File: src/rtl/seg_data_src.sv
// rtl/seg_data_src.sv - key-controlled signed tenths counter feeding the seven-segment driver (optional debounce: SEG_DATA_SRC_DEBOUNCE_EN)
module seg_data_src #(
    parameter logic [23:0] CNT_TICK_MAX = 24'd4_999_999,
    parameter logic [19:0] CNT_DEB_MAX  = 20'd999_999,
    parameter logic [5:0]  POINT_POS    = 6'b000_010
) (
    input  logic        sys_clk,
    input  logic        sys_rst_n,
    input  logic        key_start,
    input  logic        key_clr,
    input  logic        key_dir,
    output logic [19:0] data,
    output logic [5:0]  point,
    output logic        sign,
    output logic        seg_en
);
    localparam logic [19:0] MAG_POS_MAX = 20'd999_999;
    localparam logic [19:0] MAG_NEG_MAX = 20'd99_999;

    typedef enum logic [1:0] {
        ST_IDLE  = 2'd0,
        ST_RUN   = 2'd1,
        ST_PAUSE = 2'd2
    } state_t;

    // key order in all 3-bit vectors: {dir, clr, start}
    logic [2:0] key_raw;
    logic [2:0] sync1_q, sync1_d;
    logic [2:0] sync2_q, sync2_d;
    logic [2:0] press;
    logic       p_start, p_clr, p_dir;

    assign key_raw = {key_dir, key_clr, key_start};

    // two-flop synchronizer input staging
    always_comb begin
        sync1_d = key_raw;
        sync2_d = sync1_q;
    end

    // synchronizer flops reset to "pressed" so a key held through reset release is never seen as a new press
    always_ff @(posedge sys_clk or negedge sys_rst_n) begin
        if (!sys_rst_n) begin
            sync1_q <= '0;
            sync2_q <= '0;
        end else begin
            sync1_q <= sync1_d;
            sync2_q <= sync2_d;
        end
    end

`ifdef SEG_DATA_SRC_DEBOUNCE_EN
    // counter value on the sample that completes CNT_DEB_MAX+1 low samples, and the parked value after firing
    localparam logic [20:0] DEB_FIRE = {1'b0, CNT_DEB_MAX};
    localparam logic [20:0] DEB_DONE = DEB_FIRE + 21'd1;

    logic [2:0][20:0] deb_cnt_q, deb_cnt_d;
    logic [2:0]       press_q, press_d;

    // per-key low-time counter: clears on high, parks at DEB_DONE so one press yields one pulse
    always_comb begin
        deb_cnt_d = deb_cnt_q;
        press_d   = '0;
        for (int k = 0; k < 3; k++) begin
            if (sync2_q[k]) begin
                deb_cnt_d[k] = '0;
            end else if (deb_cnt_q[k] != DEB_DONE) begin
                deb_cnt_d[k] = deb_cnt_q[k] + 21'd1;
            end
            press_d[k] = !sync2_q[k] && (deb_cnt_q[k] == DEB_FIRE);
        end
    end

    // counters start parked so a key held across reset must be released before it can fire
    always_ff @(posedge sys_clk or negedge sys_rst_n) begin
        if (!sys_rst_n) begin
            deb_cnt_q <= {3{DEB_DONE}};
            press_q   <= '0;
        end else begin
            deb_cnt_q <= deb_cnt_d;
            press_q   <= press_d;
        end
    end

    assign press = press_q;
`else
    logic [2:0] prev_q, prev_d;

    // previous synchronized level for falling-edge detection
    always_comb begin
        prev_d = sync2_q;
    end

    // previous level also resets to "pressed", matching the synchronizer
    always_ff @(posedge sys_clk or negedge sys_rst_n) begin
        if (!sys_rst_n) begin
            prev_q <= '0;
        end else begin
            prev_q <= prev_d;
        end
    end

    assign press = prev_q & ~sync2_q;
`endif

    assign p_start = press[0];
    assign p_clr   = press[1];
    assign p_dir   = press[2];

    state_t      state_q, state_d;
    logic        run, idle;
    logic [23:0] cnt_tick_q, cnt_tick_d;
    logic        tick;
    logic        dir_q, dir_d;
    logic [19:0] mag_q, mag_d;
    logic        neg_q, neg_d;
    logic [19:0] data_q, data_d;
    logic [5:0]  point_q, point_d;
    logic        sign_q, sign_d;
    logic        seg_en_q, seg_en_d;

    // FSM state register
    always_ff @(posedge sys_clk or negedge sys_rst_n) begin
        if (!sys_rst_n) begin
            state_q <= ST_IDLE;
        end else begin
            state_q <= state_d;
        end
    end

    // FSM next state: clear beats start
    always_comb begin
        state_d = state_q;
        if (p_clr) begin
            state_d = ST_IDLE;
        end else if (p_start) begin
            case (state_q)
                ST_IDLE:  state_d = ST_RUN;
                ST_RUN:   state_d = ST_PAUSE;
                ST_PAUSE: state_d = ST_RUN;
                default:  state_d = ST_IDLE;
            endcase
        end
    end

    // FSM output decode
    always_comb begin
        run  = (state_q == ST_RUN);
        idle = (state_q == ST_IDLE);
    end

    assign tick = run && (cnt_tick_q == CNT_TICK_MAX);

    // tick counter: wraps in RUN, holds in PAUSE, pinned to 0 in IDLE
    always_comb begin
        cnt_tick_d = cnt_tick_q;
        if (p_clr || idle) begin
            cnt_tick_d = '0;
        end else if (run) begin
            cnt_tick_d = (cnt_tick_q == CNT_TICK_MAX) ? '0 : cnt_tick_q + 24'd1;
        end
    end

    // direction toggles on its key in every state and survives clear
    always_comb begin
        dir_d = dir_q ^ p_dir;
    end

    // sign-magnitude step; -0 is never produced and each polarity saturates at its own limit
    always_comb begin
        mag_d = mag_q;
        neg_d = neg_q;
        if (p_clr || idle) begin
            mag_d = '0;
            neg_d = 1'b0;
        end else if (tick) begin
            if (!dir_q) begin
                if (!neg_q) begin
                    if (mag_q < MAG_POS_MAX) mag_d = mag_q + 20'd1;
                end else begin
                    mag_d = mag_q - 20'd1;
                    neg_d = (mag_q != 20'd1);
                end
            end else begin
                if (neg_q) begin
                    if (mag_q < MAG_NEG_MAX) mag_d = mag_q + 20'd1;
                end else if (mag_q == 20'd0) begin
                    mag_d = 20'd1;
                    neg_d = 1'b1;
                end else begin
                    mag_d = mag_q - 20'd1;
                end
            end
        end
    end

    // registered display outputs
    always_comb begin
        data_d   = mag_q;
        sign_d   = neg_q;
        point_d  = POINT_POS;
        seg_en_d = 1'b1;
    end

    // core state and output registers
    always_ff @(posedge sys_clk or negedge sys_rst_n) begin
        if (!sys_rst_n) begin
            cnt_tick_q <= '0;
            dir_q      <= 1'b0;
            mag_q      <= '0;
            neg_q      <= 1'b0;
            data_q     <= '0;
            point_q    <= '0;
            sign_q     <= 1'b0;
            seg_en_q   <= 1'b0;
        end else begin
            cnt_tick_q <= cnt_tick_d;
            dir_q      <= dir_d;
            mag_q      <= mag_d;
            neg_q      <= neg_d;
            data_q     <= data_d;
            point_q    <= point_d;
            sign_q     <= sign_d;
            seg_en_q   <= seg_en_d;
        end
    end

    assign data   = data_q;
    assign point  = point_q;
    assign sign   = sign_q;
    assign seg_en = seg_en_q;

endmodule

File: config.mk
export PLATFORM = sky130hd
export DESIGN_NAME = seg_data_src
export DESIGN_NICKNAME = d
export VERILOG_FILES = /design/src/rtl/seg_data_src.sv
export SDC_FILE = /design/constraint.sdc
export NUM_CORES = 1
export LEC_CHECK = 0
export CORE_UTILIZATION = 50
export CTS_BUF_LIST = sky130_fd_sc_hd__clkbuf_4
export DETAILED_ROUTE_END_ITERATION = 10
export DONT_BUFFER_PORTS = 1
export GPL_ROUTABILITY_DRIVEN = 0
export GPL_TIMING_DRIVEN = 0
export PLACE_DENSITY = 0.64
export SLEW_MARGIN = 20
export SYNTH_ARGS = -nofsm -noshare
export SYNTH_HDL_FRONTEND = slang
export SYNTH_SLANG_ARGS = --single-unit
export TNS_END_PERCENT = 1
File: constraint.sdc
create_clock -name sys_clk -period 5.68 [get_ports sys_clk]
set_input_delay 1.704 -clock sys_clk [delete_from_list [all_inputs] [get_ports sys_clk]]
set_output_delay 1.704 -clock sys_clk [all_outputs]
set_load 0.005 [all_outputs]
==> metrics.md, run 1 <==
| Metric | Value |
|---|---|
| CTS tree | `built` |
| Crit-path slowest cell | `sky130_fd_sc_hd__or4b_1` |
| Number of cells traversed by the worst register-to-register path | `9` |
| Top-level I/O count | `33` |
| Post-DP HPWL | `7750 um` |
| Number of synthesized flops with an enable pin | `0` |
| Number of design rule violations left after detail routing | `0` |
| Wire length of the first global-routing pass | `18400 um` |
| Vias in the first global route | `3558` |
| Starting DRT DRC Count | `434` |
| Per-cell routed wire length | `18.2 um` |
| Post-Syn Instances | `496` |
| Top post-synthesis cells by count | `sky130_fd_sc_hd__dfrtp_1 (79), sky130_fd_sc_hd__o21ai_0 (54), sky130_fd_sc_hd__nand2_1 (53), sky130_fd_sc_hd__nor2_1 (27), sky130_fd_sc_hd__clkbuf_1 (25)` |
| Reg-to-reg startpoint | `data_d[1]` |
| Average instance area after synthesis | `8.85 sq um` |
| Cell row count | `33` |
| Share of flip-flops with an asynchronous set or reset | `100%` |
| Via count | `4042` |
| Final total negative setup slack | `0 ps` |
| Final hold violations | `0` |
| Number of violations of the max-capacitance limit | `0` |
| Synth Flop Type | `sky130_fd_sc_hd__dfrtp_1` |
| Maximum clock frequency | `327 MHz` |
| Ratio of cells with drive above 1 in the final layout | `8.14%` |
| Part of the power in the clock network | `13.3%` |
| Pin count of the biggest net entering global routing | `80` |
| Total of fill cells in the finished design | `780` |
| Final worst path period need | `3060 ps` |
| Slowest cell delay on critical path | `570 ps` |
| Run status | `finished, final reports clean` |
| Tot GR Track Use | `26.6%` |
| Antenna-violating nets left | `0` |
| Cell breakdown of the critical path | `clkbuf_1, inv_1, ha_1, or4b_1, or3_1, or3_1, nor4_1, a21oi_1, o2bb2ai_1` |
| Startpoint of the most critical setup path | `data_d[1]` |
| Post-layout worst setup margin | `2620 ps` |
| Number of cells on the worst hold path | `0` |
| Insertion delay of the later-clocked pin in the worst-skew pair | `440 ps` |
| Portion of total power attributed to combinational logic | `56.9%` |
| Number of distinct standard cells referenced by the synthesized netlist | `58` |
| Critical Path Sink Type | `register` |
| Number of sinks driven by the clock tree | `79` |
| # Post-CTS Setup Buffers | `0` |
| Fin crit share | `53.9%` |
| Ratio of total power to cell area | `563 nW/um^2` |
| Number of instances resized during post-cts repair | `0` |
| Warnings from Yosys | `0` |
| Relative slew margins | `37.7%` |
| Bufs and invs on worst path | `2` |
| Final worst clock skew | `19.2 ps` |
| Area contributors post-synth | `sky130_fd_sc_hd__dfrtp_1 (45%), sky130_fd_sc_hd__o21ai_0 (6.2%), sky130_fd_sc_hd__nand2_1 (4.5%), sky130_fd_sc_hd__a21oi_1 (2.7%), sky130_fd_sc_hd__nand3_1 (2.5%)` |
| Cell repeated most along the worst path | `sky130_fd_sc_hd__or3_1` |
| Total length of routed wires | `11300 um` |
| Total CTS buffers | `9` |
| Minimum setup slack after placement | `2720 ps` |
| Number of logic stages on the critical path including buffering | `9` |
| Leak | `1.96 nW` |
| Number of buffers added to fix hold violations after cts | `0` |
| Hold Crit Start | `sync1_q[2]` |
| Kind of launch point of the worst setup path | `register` |
| Cell Area, Synth | `4390 sq um` |
| Die width | `95.7 um` |
| Die height | `95.7 um` |
| Port Buffer Count | `0` |
| Switching portion of total power | `48.6%` |
| Worst Max-Slew Pin Slew | `927 ps` |
| Synthesis-to-layout area growth | `6.78%` |
| Power share of the sequential group | `29.8%` |
| Clock Tree Buf Depth | `2` |
| Sequential share of the synthesized area | `45.0%` |
| Yosys reg bits | `79` |
| Final-stage net count | `521` |
| Crit Path Max Fanout | `10` |
| Area share of the leading cell type in the synthesized netlist | `45.0%` |
| CTS Root Cell | `sky130_fd_sc_hd__clkbuf_4` |
| Power spent charging and discharging nets | `0.00128 W` |
| Min-delay worst type | `reg2reg` |
| Cell family with the largest share of critical-path delay | `simple AND/OR/NAND/NOR gates` |
| Antenna diode count | `0` |
| Routed via count divided by cell count | `6.51` |
| Number of antenna violations at the first check in global routing | `0` |
| Number of H-tree levels | `3` |
| Area of the placeable core | `8340 sq um` |
| Required time of the critical path | `6040 ps` |
| Final setup violating endpoints | `0` |
| Most area-hungry cell type in the Yosys netlist | `sky130_fd_sc_hd__dfrtp_1` |
| GRT Residual Overflow | `0` |
| Maximum resistive drop on vdd | `0.334 mV` |
| Top-count cell post-synth | `sky130_fd_sc_hd__dfrtp_1` |
| Critical path class | `reg2reg` |
| Total die area | `9160 sq um` |
| Signal arrival time at the worst endpoint | `3420 ps` |
| Int Power | `0.00135 W` |
| First-pass detailed-route iteration total | `5` |
| Slew Viols, Final | `0` |
| Effective utilization at floorplan | `52.6%` |
| Unrepaired setup endpoints after global routing | `false` |
| Clk pin slew, worst setup/hold paths | `130 ps` |
==> state kept, by name, indices dropped and copies added, names as in the netlist <==
| register | count |
|---|---|
| data_d | 20 |
| prev_q | 3 |
| state_q | 2 |
| prev_d | 3 |
| sign | 1 |
| dir_q | 1 |
| sync1_q | 3 |
| cnt_tick_q | 24 |
| point | 1 |
| data | 20 |
| neg_q | 1 |
==> placed cells by master (no fill, tap or decap), types with 4 or more instances in the layout <==
cell	synthesis	final
sky130_fd_sc_hd__a21oi_1	24	24
sky130_fd_sc_hd__a22o_1	5	5
sky130_fd_sc_hd__a31oi_1	16	16
sky130_fd_sc_hd__and2_1	4	4
sky130_fd_sc_hd__and3_1	10	10
sky130_fd_sc_hd__and4_1	5	5
sky130_fd_sc_hd__buf_2	7	7
sky130_fd_sc_hd__buf_4	6	6
sky130_fd_sc_hd__clkbuf_1	25	25
sky130_fd_sc_hd__clkbuf_4	0	9
sky130_fd_sc_hd__conb_1	2	6
sky130_fd_sc_hd__dfrtp_1	79	79
sky130_fd_sc_hd__ha_1	5	5
sky130_fd_sc_hd__inv_1	10	10
sky130_fd_sc_hd__nand2_1	53	53
sky130_fd_sc_hd__nand2b_1	7	7
sky130_fd_sc_hd__nand3_1	22	22
sky130_fd_sc_hd__nand4_1	12	12
sky130_fd_sc_hd__nor2_1	27	27
sky130_fd_sc_hd__nor3_1	18	18
sky130_fd_sc_hd__nor3b_1	4	4
sky130_fd_sc_hd__nor4_1	11	10
sky130_fd_sc_hd__o21ai_0	54	54
sky130_fd_sc_hd__o2bb2ai_1	7	7
sky130_fd_sc_hd__o31ai_1	12	12
sky130_fd_sc_hd__or3_1	7	7
sky130_fd_sc_hd__or4_1	4	4
sky130_fd_sc_hd__xnor2_1	4	4
sky130_fd_sc_hd__xor2_1	6	6
==> power by group through the flow <==
stage / Sequential (W) / Combinational [W] / Clock, W
CTS: 0.000785 / 0.00145 / 0.000364
global placement: 0.000794 / 0.00143 / 0
detailed placement: 0.000796 / 0.00144 / 0
finish: 0.000785 / 0.00150 / 0.000351
global route: 0.000807 / 0.00163 / 0.000391
floorplan: 0.000764 / 0.00110 / 0
==> worst paths after layout <==
| path | endpoint | slack, ps |
|---|---|---|
| max | data_d[14] | 2620 |
| min | prev_d[2] | 360 |
| max reg2reg | data_d[14] | 2620 |
| min reg2reg | prev_d[2] | 360 |
| max in group asynchronous | data[0] | 4630 |
| min in group asynchronous | data[7] | 930 |
==> layer usage <==
metal,track usage [%],up-vias,share of wire [%]
li1,-,1867,-
met1,40.9,1920,48
met2,36.1,228,41
met3,3.87,27,8.5
met4,12.7,0,2.6
met5,0,-,0
==> logic make-up after synthesis <==
family,count (synthesis),synth area share (%)
compound gates,146,21.2
xor+xnor,10,2.00
fa+ha+maj,5,1.43
buf+inv,50,5.16
flops,79,45.0
other cells,2,0.171
simple gates,204,25.0
==> through the flow <==
stage	hold WS (ps)	power, W	std cells	area (sq um)	util (%)
after floorplan	331	0.00187	500	4400	-
after global placement	339	0.00222	605	4540	54.4
after detailed placement	340	0.00224	605	4540	54.5
after CTS	363	0.00260	621	4690	56.2
after global routing	371	0.00282	621	4690	56.2
final	363	0.00264	621	4690	56.2
==> layout make-up <==
type	count	area [sq um]	share of cell area (%)
buffer	40	189	4.03
clock buffer	9	67.6	1.44
clock inverter	7	77.6	1.66
inverter	10	37.5	0.801
multi-input combinational	371	2210	47.1
sequential	79	1980	42.2
tap	105	131	2.80
No activity file was read; power rests on OpenSTA's default activity.
==> inputs of run 2 (changes only) <==
--- a/config.mk
+++ b/config.mk
@@ -11,7 +11,7 @@
 export DONT_BUFFER_PORTS = 1
 export GPL_ROUTABILITY_DRIVEN = 0
 export GPL_TIMING_DRIVEN = 0
-export PLACE_DENSITY = 0.64
+export PLACE_DENSITY = 0.67
 export SLEW_MARGIN = 20
 export SYNTH_ARGS = -nofsm -noshare
 export SYNTH_HDL_FRONTEND = slang
==> constraint.sdc (replaced) <==
create_clock -name sys_clk -period 2.6 [get_ports sys_clk]
set_input_delay 0.78 -clock sys_clk [delete_from_list [all_inputs] [get_ports sys_clk]]
set_output_delay 0.78 -clock sys_clk [all_outputs]
set_load 0.005 [all_outputs]
==> run 2 against run 1 <==
  * The flow now finishes with violations (setup timing)
  * Final cell count rose by 1.9%
  * Worst setup slack worse by 2600 ps
  * Largest cell class unchanged
  * Final area up 8.3%
  * Register-to-register slack got worse by 2600 ps
  * Via count is 2.4% higher
  * Combinational power rose to 2.7 times the previous value
  * Sequential power increased by 120%
  * Fmax is 17% higher
  * Clock power increased by 110%
==> metrics.md, run 2 (synthesis gave the netlist of run 1 again) <==
| Metric | Value |
|---|---|
| Wire length of the first global-routing pass | `18300 um` |
| Number of sinks driven by the clock tree | `79` |
| Slew Viols, Final | `0` |
| Clock Tree Buf Depth | `2` |
| Number of violations of the max-capacitance limit | `0` |
| Most common library cell in the layout ignoring fill and taps | `sky130_fd_sc_hd__dfrtp_1` |
| Leak | `2.10 nW` |
| Worst Max-Slew Pin Slew | `979 ps` |
| Pin count of the biggest net entering global routing | `63` |
| Maximum resistive drop on vdd | `0.763 mV` |
| Per-cell routed wire length | `19.0 um` |
| Via count | `4139` |
| Number of H-tree levels | `3` |
| Post-DP HPWL | `7780 um` |
| Number of antenna violations at the first check in global routing | `0` |
| Die width | `95.7 um` |
| Vias in the first global route | `3560` |
| Insertion delay of the later-clocked pin in the worst-skew pair | `450 ps` |
| Crit Path Max Fanout | `9` |
| Ratio of total power to cell area | `1300 nW/um^2` |
| Antenna-violating nets left | `0` |
| Kind of launch point of the worst setup path | `register` |
| Critical path class | `reg2reg` |
| Effective utilization at floorplan | `52.6%` |
| Total die area | `9160 sq um` |
| Layout Utilization | `60.8%` |
| Final-stage net count | `534` |
| Antenna diode count | `0` |
| Fin crit share | `101%` |
| Flip-flop count of the largest register, all copies and words added | `24` |
| Min-delay worst type | `in2async` |
| Area of the placeable core | `8340 sq um` |
| Final hold violations | `0` |
| Synthesis-to-layout area growth | `15.6%` |
| Final setup violating endpoints | `4` |
| Total length of routed wires | `12000 um` |
| Critical Path Sink Type | `register` |
| Port Buffer Count | `0` |
| Tot GR Track Use | `26.8%` |
| Post-layout instance count excluding filler cells | `633` |
| Final worst path period need | `2620 ps` |
| Violated checks | `setup timing` |
| Unrepaired setup endpoints after global routing | `true` |
| Run status | `complete, but fails checks` |
| Starting DRT DRC Count | `466` |
| Total of fill cells in the finished design | `723` |
| Die height | `95.7 um` |
| Total CTS buffers | `9` |
| Most frequent cells in the layout | `sky130_fd_sc_hd__dfrtp_1 (76), sky130_fd_sc_hd__nand2_1 (53), sky130_fd_sc_hd__o21ai_0 (51), sky130_fd_sc_hd__nor2_1 (26), sky130_fd_sc_hd__a21oi_1 (24)` |
| Maximum clock frequency | `381 MHz` |
| Ratio of cells with drive above 1 in the final layout | `18.6%` |
| Register containing the most flip-flops in the final layout | `cnt_tick_q` |
| Instance count after placement with tap cells included | `605` |
| Signal arrival time at the worst endpoint | `2950 ps` |
| Top-level I/O count | `33` |
| GRT Residual Overflow | `0` |
| Required time of the critical path | `2920 ps` |
| Post-layout worst setup margin | `-23.5 ps` |
| Clk pin slew, worst setup/hold paths | `140 ps` |
| CTS tree | `built` |
| Number of design rule violations left after detail routing | `0` |
| Relative slew margins | `34.5%` |
| CTS Root Cell | `sky130_fd_sc_hd__clkbuf_4` |
| Number of cells traversed by the worst register-to-register path | `7` |
| Routed via count divided by cell count | `6.54` |
| First-pass detailed-route iteration total | `5` |
| Cell row count | `33` |
| Final worst clock skew | `28.7 ps` |
-- run 2: cell types whose count changed in the layout (fill, tap and decap cells not counted), sizes merged --
cell	previous run	this run
buf	15	29
clkbuf	34	33
dlygate4sd3	0	2
inv	13	10
-- run 2: path summary, 6_finish.rpt --
kind,startpoint,endpoint,slack [ps]
min,sys_rst_n,data_d[13],30
min in group sys_clk,key_start,sync1_q[0],360
max reg2reg,data_d[8],data_d[10],-20
min reg2reg,sync1_q[1],prev_d[1],360
max,data_d[8],data_d[10],-20
max in group asynchronous,sys_rst_n,data_d[8],1020
-- run 2: area by class of cell --
cell class | count | area [sq um] | share of cell area [%]
Sequential cell | 79 | 1980 | 39.0
Clock buffer | 11 | 82.6 | 1.63
Tap cell | 105 | 131 | 2.59
Buffer | 35 | 198 | 3.90
Multi-Input combinational cell | 371 | 2450 | 48.3
Clock inverter | 4 | 47.5 | 0.937
Timing Repair Buffer | 18 | 138 | 2.71
Inverter | 10 | 45.0 | 0.888
-- run 2: critical path, stage by stage, from the launching register on --
cell and delay (ps):
sky130_fd_sc_hd__dfrtp_2 510, sky130_fd_sc_hd__or4_4 590, sky130_fd_sc_hd__or4_4 570, sky130_fd_sc_hd__o31ai_4 220, sky130_fd_sc_hd__buf_6 170, sky130_fd_sc_hd__buf_4 130, sky130_fd_sc_hd__o22ai_1 90, sky130_fd_sc_hd__a22o_1 210
-- run 2: power breakdown --
part	switching (W)	internal [W]	leakage, nW	total (W)
combinational	0.00244	0.00164	0.971	0.00408
sequential	0.000257	0.00150	1.06	0.00176
clock	0.000435	0.000308	0.0743	0.000743
total	0.00313	0.00345	2.10	0.00658
-- run 2: stage by stage --
step                      instance area [sq um]  power [W]  worst slack [ps]  hold WS [ps]  setup TNS (ps)
after global placement                     4540    0.00481              -323           335           -2270
after global routing                       5070    0.00694             -72.3         -1.19            -448
after detailed placement                   4540    0.00486              -356           336           -3380
after CTS                                  4840    0.00596              -124          2.59            -734
final                                      5070    0.00658             -23.5          27.4           -59.9
after floorplan                            4410    0.00408              9.83           331               0
-- run 2: repair_timing --
action | 4_1_cts | 5_1_grt
cloned | 0 | 1
hold buffers | 1 | 1
gates resized for setup | 26 | 41
hold endpoints to repair | 18 | 6
setup endpoints to repair | 29 | 33
pin swaps | 10 | 9
setup buffers | 11 | 4
-- run 2: per-layer routing --
metal / vias up / global-route usage [%] / share of wire [%]
met2: 222 / 36.9 / 41
met1: 1984 / 40.3 / 46
li1: 1888 / - / -
met3: 45 / 6.00 / 8.7
met5: - / 0 / 0
met4: 0 / 10.8 / 3.5
==> inputs of run 3 (changes only) <==
--- a/config.mk
+++ b/config.mk
@@ -5,6 +5,7 @@
 export SDC_FILE = /design/constraint.sdc
 export NUM_CORES = 1
 export LEC_CHECK = 0
+export CORE_MARGIN = 4
 export CORE_UTILIZATION = 50
 export CTS_BUF_LIST = sky130_fd_sc_hd__clkbuf_4
 export DETAILED_ROUTE_END_ITERATION = 10
==> run 3 against run 2 <==
  * The run still ends with setup timing left
  * Clock power down 2%
  * Combinational power down 12%
  * Clock-buffer cell count down 1
  * Fmax down 2.1%
  * Via count down 1.6%
  * Final cell count down 0.95%
  * Non-clock buffer count down 7
  * Clock skew down 8.8 ps
  * Routed wire length down 1.6%
  * Final area down 4.0%
  * Register-to-register slack worse by 60 ps
==> metrics.md, run 3 (synthesis gave the netlist of run 1 again) <==
| Metric | Value |
|---|---|
| Ratio of cells with drive above 1 in the final layout | `13.0%` |
| Total power | `0.00606 W` |
| Number of antenna violations at the first check in global routing | `0` |
| Number of design rule violations left after detail routing | `0` |
| Vias in the first global route | `3581` |
| Fin crit share | `103%` |
| Maximum resistive drop on vdd | `0.764 mV` |
| Flip-flop count of the largest register, all copies and words added | `24` |
| Cell breakdown of the critical path | `buf_8, inv_4, ha_4, or4b_1, or4_4, o31ai_4, buf_6, a2bb2oi_2, o22ai_1, a22o_1` |
| Critical Path Sink Type | `register` |
| Wire length of the first global-routing pass | `18200 um` |
| Critical path class | `reg2reg` |
| Total length of routed wires | `11800 um` |
| Slew Viols, Final | `0` |
| Relative slew margins | `37.0%` |
| Final Instance Area | `4870 sq um` |
| Via count | `4072` |
| Placed instance area | `4540 sq um` |
| Number of sinks driven by the clock tree | `79` |
| Insertion delay of the later-clocked pin in the worst-skew pair | `430 ps` |
| CTS tree | `built` |
| GRT Residual Overflow | `0` |
| Die height | `102 um` |
| Minimum setup slack after placement | `-406 ps` |
| Number of violations of the max-capacitance limit | `0` |
| Worst Max-Slew Pin Slew | `939 ps` |
| Antenna-violating nets left | `0` |
| Most frequent cells in the layout | `sky130_fd_sc_hd__dfrtp_1 (78), sky130_fd_sc_hd__nand2_1 (53), sky130_fd_sc_hd__o21ai_0 (52), sky130_fd_sc_hd__nor2_1 (26), sky130_fd_sc_hd__a21oi_1 (23)` |
| Final hold violations | `0` |
| Final-stage net count | `527` |
| Kind of launch point of the worst setup path | `register` |
| Crit-path slowest cell | `sky130_fd_sc_hd__or4_4` |
| Leak | `2.06 nW` |
| Top-level I/O count | `33` |
| Antenna diode count | `0` |
| Clk pin slew, worst setup/hold paths | `120 ps` |
| Routed via count divided by cell count | `6.49` |
| Number of H-tree levels | `3` |
| Die width | `102 um` |
| Required time of the critical path | `2930 ps` |
| Maximum clock frequency | `373 MHz` |
| Run status | `complete, but fails checks` |
| Total CTS buffers | `9` |
| Final worst path period need | `2680 ps` |
| Total die area | `10300 sq um` |
| Unrepaired setup endpoints after global routing | `true` |
| CTS Root Cell | `sky130_fd_sc_hd__clkbuf_4` |
| Final setup violating endpoints | `12` |
| Starting DRT DRC Count | `579` |
| First-pass detailed-route iteration total | `6` |
| Effective utilization at floorplan | `52.4%` |
| Post-DP HPWL | `7860 um` |
| Final worst clock skew | `19.9 ps` |
| Slowest cell delay on critical path | `470 ps` |
| Port Buffer Count | `0` |
| Tot GR Track Use | `22.6%` |
| Register containing the most flip-flops in the final layout | `cnt_tick_q` |
| Cell row count | `33` |
| Per-cell routed wire length | `18.8 um` |
| Cell family with the largest share of critical-path delay | `simple AND/OR/NAND/NOR gates` |
| Signal arrival time at the worst endpoint | `3010 ps` |
| Pin count of the biggest net entering global routing | `80` |
| Synthesis-to-layout area growth | `11.0%` |
| Area of the placeable core | `8380 sq um` |
| Violated checks | `setup timing` |
| Most common library cell in the layout ignoring fill and taps | `sky130_fd_sc_hd__dfrtp_1` |
| Clock Tree Buf Depth | `2` |
| Ratio of total power to cell area | `1240 nW/um^2` |
| Crit Path Max Fanout | `10` |
| Bufs and invs on worst path | `3` |
| Min-delay worst type | `in2async` |
| Post-layout worst setup margin | `-78.8 ps` |
[run 3: cell count changes in the layout (fill, tap and decap cells not counted), sizes merged]
cell	change
clkbuf	+1
clkinv	-1
clkinvlp	+3
dlygate4sd3	-1
buf	-8
[run 3: worst paths after layout]
check,start,to,slack [ps],depth (start not counted)
min in group sys_clk,key_clr,sync1_q[1],370,0
worst max register to register,data_d[1],data_d[10],-80,10
max in group asynchronous,sys_rst_n,data_d[11],1750,1
worst min-delay path,sys_rst_n,data[16],30,0
worst min register to register,sync1_q[0],prev_d[0],370,0
worst max-delay path,data_d[1],data_d[10],-80,10
[run 3: area by class of cell]
cell class / instances / area (sq um)
Tap cell: 105 / 131
Inverter: 10 / 42.5
Fill cell: 754 / 3510
Timing Repair Buffer: 7 / 75.1
Clock inverter: 6 / 61.3
Clock buffer: 10 / 75.1
Sequential cell: 79 / 1980
Multi-Input combinational cell: 371 / 2290
Buffer: 39 / 216
[run 3: routing by layer]
layer / vias up / track usage [%] / wire length [um] / share of wire, %
met5: - / 0 / 0 / 0
met1: 1969 / 34.8 / 5380 / 46
met2: 212 / 31.7 / 5140 / 44
li1: 1877 / - / - / -
met4: 0 / 6.54 / 131 / 1.1
met3: 14 / 4.82 / 1160 / 9.9
[run 3: what timing repair did]
item | 4_1_cts | 5_1_grt
setup buffers | 5 | 0
gates resized for setup | 22 | 19
hold endpoints to repair | 0 | 61
pin swaps | 2 | 2
setup endpoints to repair | 29 | 35
hold buffers | 0 | 2
[run 3: report_power, final]
part           internal [W]  leakage [nW]  switching (W)
clock              0.000299        0.0661       0.000432
sequential          0.00150          1.06       0.000234
combinational       0.00140         0.931        0.00220
total               0.00320          2.06        0.00287
[run 3: per-stage QoR]
| step | hold slack (ps) | setup TNS (ps) | cells | util (%) |
|---|---|---|---|---|
| after global routing | 1.03 | -1930 | 627 | 58.1 |
| after floorplan | 331 | 0 | 500 | - |
| final | 34.4 | -488 | 627 | 58.1 |
| after global placement | 335 | -2620 | 605 | 54.1 |
| after detailed placement | 338 | -3670 | 605 | 54.1 |
| after CTS | 3.51 | -476 | 625 | 57.0 |
